--- src/rtl/vmsu_pkg.sv ---
// Shared types and constants for the multiply-accumulate result stage.
package vmsu_pkg;

  localparam int unsigned ACC_W_DEF = 24;
  localparam int unsigned CNT_W_DEF = 16;
  localparam int unsigned P_W       = 16;

  typedef enum logic [1:0] {
    ST_IDLE  = 2'd0,
    ST_ACCUM = 2'd1,
    ST_HOLD  = 2'd2
  } state_e;

  localparam logic [ACC_W_DEF-1:0] S_MAX_DEF = {1'b0, {(ACC_W_DEF-1){1'b1}}};
  localparam logic [ACC_W_DEF-1:0] S_MIN_DEF = {1'b1, {(ACC_W_DEF-1){1'b0}}};
  localparam logic [ACC_W_DEF-1:0] U_MAX_DEF = {ACC_W_DEF{1'b1}};

  // Saturation limits for an arbitrary accumulator width (w <= 32), as raw bit patterns.
  function automatic logic [31:0] sat_s_max(input int unsigned w);
    logic [32:0] t;
    t = (33'd1 << (w - 1)) - 33'd1;
    return t[31:0];
  endfunction

  function automatic logic [31:0] sat_s_min(input int unsigned w);
    return 32'd1 << (w - 1);
  endfunction

  function automatic logic [31:0] sat_u_max(input int unsigned w);
    logic [32:0] t;
    t = (33'd1 << w) - 33'd1;
    return t[31:0];
  endfunction

endpackage

--- src/rtl/vmsu_sat_add.sv ---
// Extends a 16-bit product, adds it to the accumulator and clamps on overflow.
module vmsu_sat_add
  import vmsu_pkg::*;
#(
  parameter int unsigned ACC_W = ACC_W_DEF
) (
  input  logic [ACC_W-1:0] i_acc,
  input  logic [P_W-1:0]   i_p,
  input  logic             i_sgn,
  input  logic             i_first,
  output logic [ACC_W-1:0] o_sum_c,
  output logic             o_clamp_c
);

  localparam logic [31:0] L_SMAX32 = sat_s_max(ACC_W);
  localparam logic [31:0] L_SMIN32 = sat_s_min(ACC_W);
  localparam logic [31:0] L_UMAX32 = sat_u_max(ACC_W);
  localparam logic [ACC_W-1:0] L_SMAX = L_SMAX32[ACC_W-1:0];
  localparam logic [ACC_W-1:0] L_SMIN = L_SMIN32[ACC_W-1:0];
  localparam logic [ACC_W-1:0] L_UMAX = L_UMAX32[ACC_W-1:0];

  logic [ACC_W-1:0] w_base;
  logic [ACC_W-1:0] w_ext;
  logic [ACC_W:0]   w_raw;

  // First beat of a frame starts from zero; a 16-bit term can never clamp there.
  always_comb begin
    w_base    = i_first ? '0 : i_acc;
    w_ext     = i_sgn ? {{(ACC_W-P_W){i_p[P_W-1]}}, i_p} : {{(ACC_W-P_W){1'b0}}, i_p};
    w_raw     = i_sgn ? ({w_base[ACC_W-1], w_base} + {w_ext[ACC_W-1], w_ext})
                      : ({1'b0, w_base} + {1'b0, w_ext});
    o_sum_c   = w_raw[ACC_W-1:0];
    o_clamp_c = 1'b0;
    if (i_sgn) begin
      if (w_raw[ACC_W] != w_raw[ACC_W-1]) begin
        o_clamp_c = 1'b1;
        o_sum_c   = w_raw[ACC_W] ? L_SMIN : L_SMAX;
      end
    end else if (w_raw[ACC_W]) begin
      o_clamp_c = 1'b1;
      o_sum_c   = L_UMAX;
    end
  end

endmodule

--- src/rtl/vmsu_acc.sv ---
// Frame accumulator: sums 16-bit products with saturation and holds the result
// until the consumer takes it.
module vmsu_acc
  import vmsu_pkg::*;
#(
  parameter int unsigned ACC_W = ACC_W_DEF,
  parameter int unsigned CNT_W = CNT_W_DEF
) (
  input  logic             clk,
  input  logic             rst,
  input  logic [P_W-1:0]   p_in,
  input  logic             mode,
  input  logic             in_valid,
  input  logic             in_last,
  output logic             in_ready,
  output logic [ACC_W-1:0] acc_out,
  output logic [CNT_W-1:0] cnt_out,
  output logic             ovf,
  output logic             out_valid,
  input  logic             out_ready
);

  state_e           r_state, w_state_nxt;
  logic [ACC_W-1:0] r_acc, w_acc_nxt;
  logic [CNT_W-1:0] r_cnt, w_cnt_nxt;
  logic             r_ovf, w_ovf_nxt;
  logic             r_mode, w_mode_nxt;
  logic             r_out_valid, w_out_valid_nxt;

  logic             w_in_ready;
  logic             w_beat;
  logic             w_first;
  logic             w_sgn;
  logic [ACC_W-1:0] w_sum;
  logic             w_clamp;

  // Ready is a decode of the state register, forced low while reset is held.
  assign w_in_ready = (r_state != ST_HOLD) && !rst;
  assign w_beat     = in_valid && w_in_ready;
  assign w_first    = (r_state == ST_IDLE);
  assign w_sgn      = w_first ? mode : r_mode;

  vmsu_sat_add #(
    .ACC_W (ACC_W)
  ) u_sat_add (
    .i_acc     (r_acc),
    .i_p       (p_in),
    .i_sgn     (w_sgn),
    .i_first   (w_first),
    .o_sum_c   (w_sum),
    .o_clamp_c (w_clamp)
  );

  always_comb begin
    w_state_nxt = r_state;
    w_acc_nxt   = r_acc;
    w_cnt_nxt   = r_cnt;
    w_ovf_nxt   = r_ovf;
    w_mode_nxt  = r_mode;
    unique case (r_state)
      ST_IDLE: begin
        if (w_beat) begin
          w_acc_nxt   = w_sum;
          w_cnt_nxt   = CNT_W'(1);
          w_ovf_nxt   = 1'b0;
          w_mode_nxt  = mode;
          w_state_nxt = in_last ? ST_HOLD : ST_ACCUM;
        end
      end
      ST_ACCUM: begin
        if (w_beat) begin
          w_acc_nxt   = w_sum;
          w_cnt_nxt   = (&r_cnt) ? r_cnt : r_cnt + CNT_W'(1);
          w_ovf_nxt   = r_ovf | w_clamp;
          w_state_nxt = in_last ? ST_HOLD : ST_ACCUM;
        end
      end
      ST_HOLD: begin
        if (out_ready) w_state_nxt = ST_IDLE;
      end
      default: w_state_nxt = ST_IDLE;
    endcase
    w_out_valid_nxt = (w_state_nxt == ST_HOLD);
  end

  always_ff @(posedge clk) begin
    if (rst) begin
      r_state     <= ST_IDLE;
      r_acc       <= '0;
      r_cnt       <= '0;
      r_ovf       <= 1'b0;
      r_mode      <= 1'b0;
      r_out_valid <= 1'b0;
    end else begin
      r_state     <= w_state_nxt;
      r_acc       <= w_acc_nxt;
      r_cnt       <= w_cnt_nxt;
      r_ovf       <= w_ovf_nxt;
      r_mode      <= w_mode_nxt;
      r_out_valid <= w_out_valid_nxt;
    end
  end

  assign in_ready  = w_in_ready;
  assign acc_out   = r_acc;
  assign cnt_out   = r_cnt;
  assign ovf       = r_ovf;
  assign out_valid = r_out_valid;

endmodule

--- config.mk ---
export PLATFORM = sky130hd
export DESIGN_NAME = vmsu_acc
export DESIGN_NICKNAME = d
export VERILOG_FILES = /design/src/rtl/vmsu_pkg.sv /design/src/rtl/vmsu_sat_add.sv /design/src/rtl/vmsu_acc.sv
export SDC_FILE = /design/constraint.sdc
export NUM_CORES = 1
export LEC_CHECK = 0
export CORE_ASPECT_RATIO = 2
export CORE_MARGIN = 2
export CORE_UTILIZATION = 30
export DETAILED_ROUTE_END_ITERATION = 8
export HOLD_SLACK_MARGIN = 0.12
export PLACE_DENSITY_LB_ADDON = 0.25
export SLEW_MARGIN = 10
export SYNTH_ARGS = -nofsm -noshare
export SYNTH_HDL_FRONTEND = slang
export SYNTH_SLANG_ARGS = --single-unit
--- constraint.sdc ---
create_clock -name clk -period 7.8 [get_ports clk]
set_clock_uncertainty 0.15 [all_clocks]
set_input_delay 1.95 -clock clk [delete_from_list [all_inputs] [get_ports clk]]
set_output_delay 1.95 -clock clk [all_outputs]
set_load 0.05 [all_outputs]
==> results of run 1 <==
==> state kept, by name, summed over array words and instances, names as in the netlist <==
| name | cells |
|---|---|
| acc_out | 24 |
| cnt_out | 16 |
| out_valid | 1 |
| ovf | 1 |
| r_mode | 1 |
| r_state | 2 |
==> worst reg2reg max path: cells and delay by family (launching register included) <==
family                     cells  cell delay, ns
DFF                            1            0.46
adders and majority gates      3            1.02
and+or+nand+nor                5            1.33
AOI/OAI and AO/OA              9            2.54
xor gates and xnor gates       1            0.18
==> metal layers <==
layer  wire, µm  GRT usage  up-vias
met3        327     0.0239       23
met2       6000      0.350       75
met4        347     0.0854        0
li1           -          -     1688
met1       3730      0.167     1603
met5          0          0        -
==> path summary, 6_finish.rpt <==
path                            slack, ns     endpoint         from
worst max-delay path                 0.98  acc_out[21]         mode
worst min-delay path                 0.35  acc_out[23]  acc_out[23]
worst max register to register       2.02  acc_out[21]   r_state[0]
worst min register to register       0.35  acc_out[23]  acc_out[23]
==> metrics by stage <==
step | hold slack (ns) | instance area (µm²) | power, µW | utilization
6_report | 0.346 | 4300 | 768 | 0.383
3_5_place_dp | 0.339 | 4130 | 527 | 0.368
5_1_grt | 0.385 | 4300 | 807 | 0.383
3_3_place_gp | 0.328 | 4130 | 524 | 0.368
2_1_floorplan | 0.348 | 3400 | 447 | -
4_1_cts | 0.351 | 4300 | 777 | 0.383
==> final cells by class <==
type	instances	area, µm²
Clock buffer	6	129
Clock inverter	2	38.8
Fill cell	1187	6920
Inverter	13	48.8
Multi-Input combinational cell	361	2350
Sequential cell	45	901
Tap cell	142	178
Timing Repair Buffer	66	656
==> cells in the final DEF (no fill, tap or decap), drive strengths merged, types with 4 or more instances in the layout <==
cell | synthesis | final
a211oi | 5 | 5
a21o | 5 | 5
a21oi | 75 | 75
a31oi | 4 | 4
and2 | 24 | 24
and3 | 4 | 4
clkbuf | 14 | 6
clkdlybuf4s50 | 0 | 64
dfxtp | 45 | 45
ha | 23 | 23
inv | 13 | 13
mux2 | 4 | 4
nand2 | 34 | 34
nand3 | 8 | 8
nand4 | 10 | 10
nor2 | 50 | 50
o211ai | 4 | 4
o21a | 4 | 4
o21ai | 23 | 23
o31ai | 5 | 5
xnor2 | 12 | 12
xor2 | 20 | 20
==> cell families (layout without fill, tap and decap cells) <==
kind of cell,count (synthesis),count (layout),share of synthesized area
flops,45,45,0.265
simple gates,151,151,0.220
compound gates,147,147,0.273
fa+ha+maj,25,25,0.0934
buf+inv,34,87,0.0452
mux,6,6,0.0213
xor+xnor,32,32,0.0824
==> power by group <==
part / switching, µW / internal [µW] / leakage (µW)
Combinational: 158 / 94.6 / 0.00125
Clock: 94.9 / 152 / 0.0000810
Sequential: 20.4 / 247 / 0.000370
Total: 274 / 494 / 0.00170
==> Flow_metrics.wiki, run 1 <==
{| class="wikitable"
! Metric !! Value
|-
| Boundary Pins || between 60 and 70
|-
| Count of distinct cell types in the synthesized netlist || 65
|-
| Startpoint type of the worst setup path || primary input
|-
| Final antenna diode count || 0
|-
| Critical path buffers and inverters || 2
|-
| Global placement routability congestion || roughly 0.9
|-
| Routed via count || 3389
|-
| Fin nets || about 540
|-
| Type of element capturing the critical path || flop
|-
| Final period utilization || 0.875
|-
| Resized Gates After CTS || 0
|-
| Syn_area_per_cell || 7.73 µm²
|-
| Dominant synthesized flop cell || sky130_fd_sc_hd__dfxtp_1
|-
| Detailed-route wire length per cell || approximately 16 µm
|-
| Number of endpoints with negative hold slack in the final report || 0
|-
| H-tree depth || 2
|-
| Fraction of post-synthesis cell area in the top cell type by area || 0.265
|-
| Slew headroom || 0.623
|-
| Row cnt || 55
|-
| Cell occurring most often along the worst timing path || sky130_fd_sc_hd__a21oi_1
|-
| Pwr dens || 179 nW/µm²
|-
| Number of warnings printed during yosys synthesis || 0
|-
| Postcts setup bufs || 0
|-
| Sum of net half-perimeters after detailed placement || between 7000 and 8000 µm
|-
| Area contributors post-synth || sky130_fd_sc_hd__dfxtp_1 (26%), sky130_fd_sc_hd__a21oi_1 (11%), sky130_fd_sc_hd__ha_1 (8.5%)
|-
| Max-capacitance violation count || 0
|-
| Leakage power of the design || 0.00170 µW
|-
| Hold_buf cts || 0
|-
| Biggest fanout along the worst timing path || 23
|-
| Global-route wire length before repair || 17000 µm
|-
| Cell breakdown of the critical path || clkdlybuf4s50_1 > nor3b_2 > o21ai_4 > inv_2 > ha_1 > a21oi_1 > nor2b_1 > a211o_2 > a21oi_1 > o31a_1 > a21oi_1 > o21ai_0 > xor2_1 > ha_1 > o21ai_1 > nor3_1 > a311o_1 > a31oi_1 > a21bo_2 > and4b_1 > nor4_1
|-
| Worst endpoint data arrival time || approximately 6.9 ns
|-
| DR vias/cell || roughly 5.3
|-
| Via count of the first global-routing pass || 3532
|-
| Crit-path max cell delay || between 0.5 and 0.6 ns
|-
| Number of port buffers || 64
|-
| Root cell of the clock tree || sky130_fd_sc_hd__clkbuf_16
|-
| Final worst slack || between 0.9 and 1 ns
|-
| CTS Sinks || 45
|-
| Required time worst endpoint || slightly below 8 ns
|-
| Aggregate routed wire length || 10400 µm
|-
| Setup repair after global routing missed its margin || false
|-
| Total of endpoints with negative setup slack in the final report || 0
|-
| Slew @ Worst Pin || 0.566 ns
|-
| Classification of the worst-slack hold path || reg -> reg
|-
| Remaining routing DRC violations || 0
|-
| Fmax || between 100 and 150 MHz
|-
| Worst-case reg-to-reg path depth || 18
|-
| Clock edge transition at the registers on the reported setup and hold paths || around 0.07 ns
|-
| Effective utilization at floorplan || 0.303
|-
| Post-synth EDFFs || 0
|-
| Area of the die || roughly 12000 µm²
|-
| Status || complete, no violations
|-
| Die outline width || 79.3 µm
|-
| Worst-path cell with the longest stage delay || sky130_fd_sc_hd__clkdlybuf4s50_1
|-
| Cells after DPL || roughly 630
|-
| Final number of max-transition violations || 0
|-
| Number of antenna violations at the first check in global routing || 0
|-
| Number of DRC markers in iteration 0 || 116
|-
| Post-Synthesis Cell Area || 3400 µm²
|-
| Antenna Nets Post-Route || 0
|-
| First-pass iteration count of the detailed router || 4
|-
| Final critical path time including I/O delays and setup || 6.82 ns
|-
| Setup tns final || 0 ns
|-
| Clock latency reported for the late side of the worst-skew pair || between 0.2 and 0.3 ns
|-
| Cell class contributing the biggest share of worst-path delay || compound AO/OA/AOI/OAI gates
|-
| Most numerous cell in the Yosys netlist || sky130_fd_sc_hd__a21oi_1
|-
| Final cell count without fillers || ~640
|-
| Number of instances in the synthesized netlist || 440
|-
| Levels on crit path || 21
|-
| Fraction of registers with async set/reset || 0
|-
| Number of cells traversed by the worst hold path || 2
|-
| Ranking of synthesized cells by instance count || sky130_fd_sc_hd__a21oi_1 (75), sky130_fd_sc_hd__nor2_1 (50), sky130_fd_sc_hd__dfxtp_1 (45)
|-
| Nets in the synthesized netlist || between 400 and 500
|-
| Synthesis-to-finish area growth || 26.3%
|-
| Worst IR drop on VDD || between 0.08 and 0.09 mV
|-
| Core Box Area || ~11000 µm²
|-
| Overall die height || between 150 and 200 µm
|-
| Post-synthesis cell type with the largest combined area || sky130_fd_sc_hd__dfxtp_1
|-
| Post-placement worst setup slack || 0.689 ns
|-
| CTS Buf Count || 5
|-
| Total gr overflow || 0
|-
| Number of synthesized register bits || 45
|-
| Portion of the post-synthesis area used by sequential elements || 0.265
|-
| Number of buffers on the longest clock path || 2
|-
| Proportion of layout cells with a drive suffix above 1 || 0.0649
|-
| Category of the critical setup timing path || in -> reg
|-
| Total routing usage reported by global routing || 0.175
|-
| Clock tree from TritonCTS || built
|-
| Pin count of the biggest net entering global routing || 31
|}
Note: power is estimated with default switching activity, not from simulation.
==> run 2: changes to the inputs <==
Settings changed: HOLD_SLACK_MARGIN 0.12 to default.
==> results of run 2 <==
Final layout, timing and power as in run 1 (identical DEF).
==> run 3: changes to the inputs <==
Settings changed: CTS_CLUSTER_DIAMETER from default to 150.
==> results of run 3 <==
Final layout, timing and power as in run 1 (identical DEF).
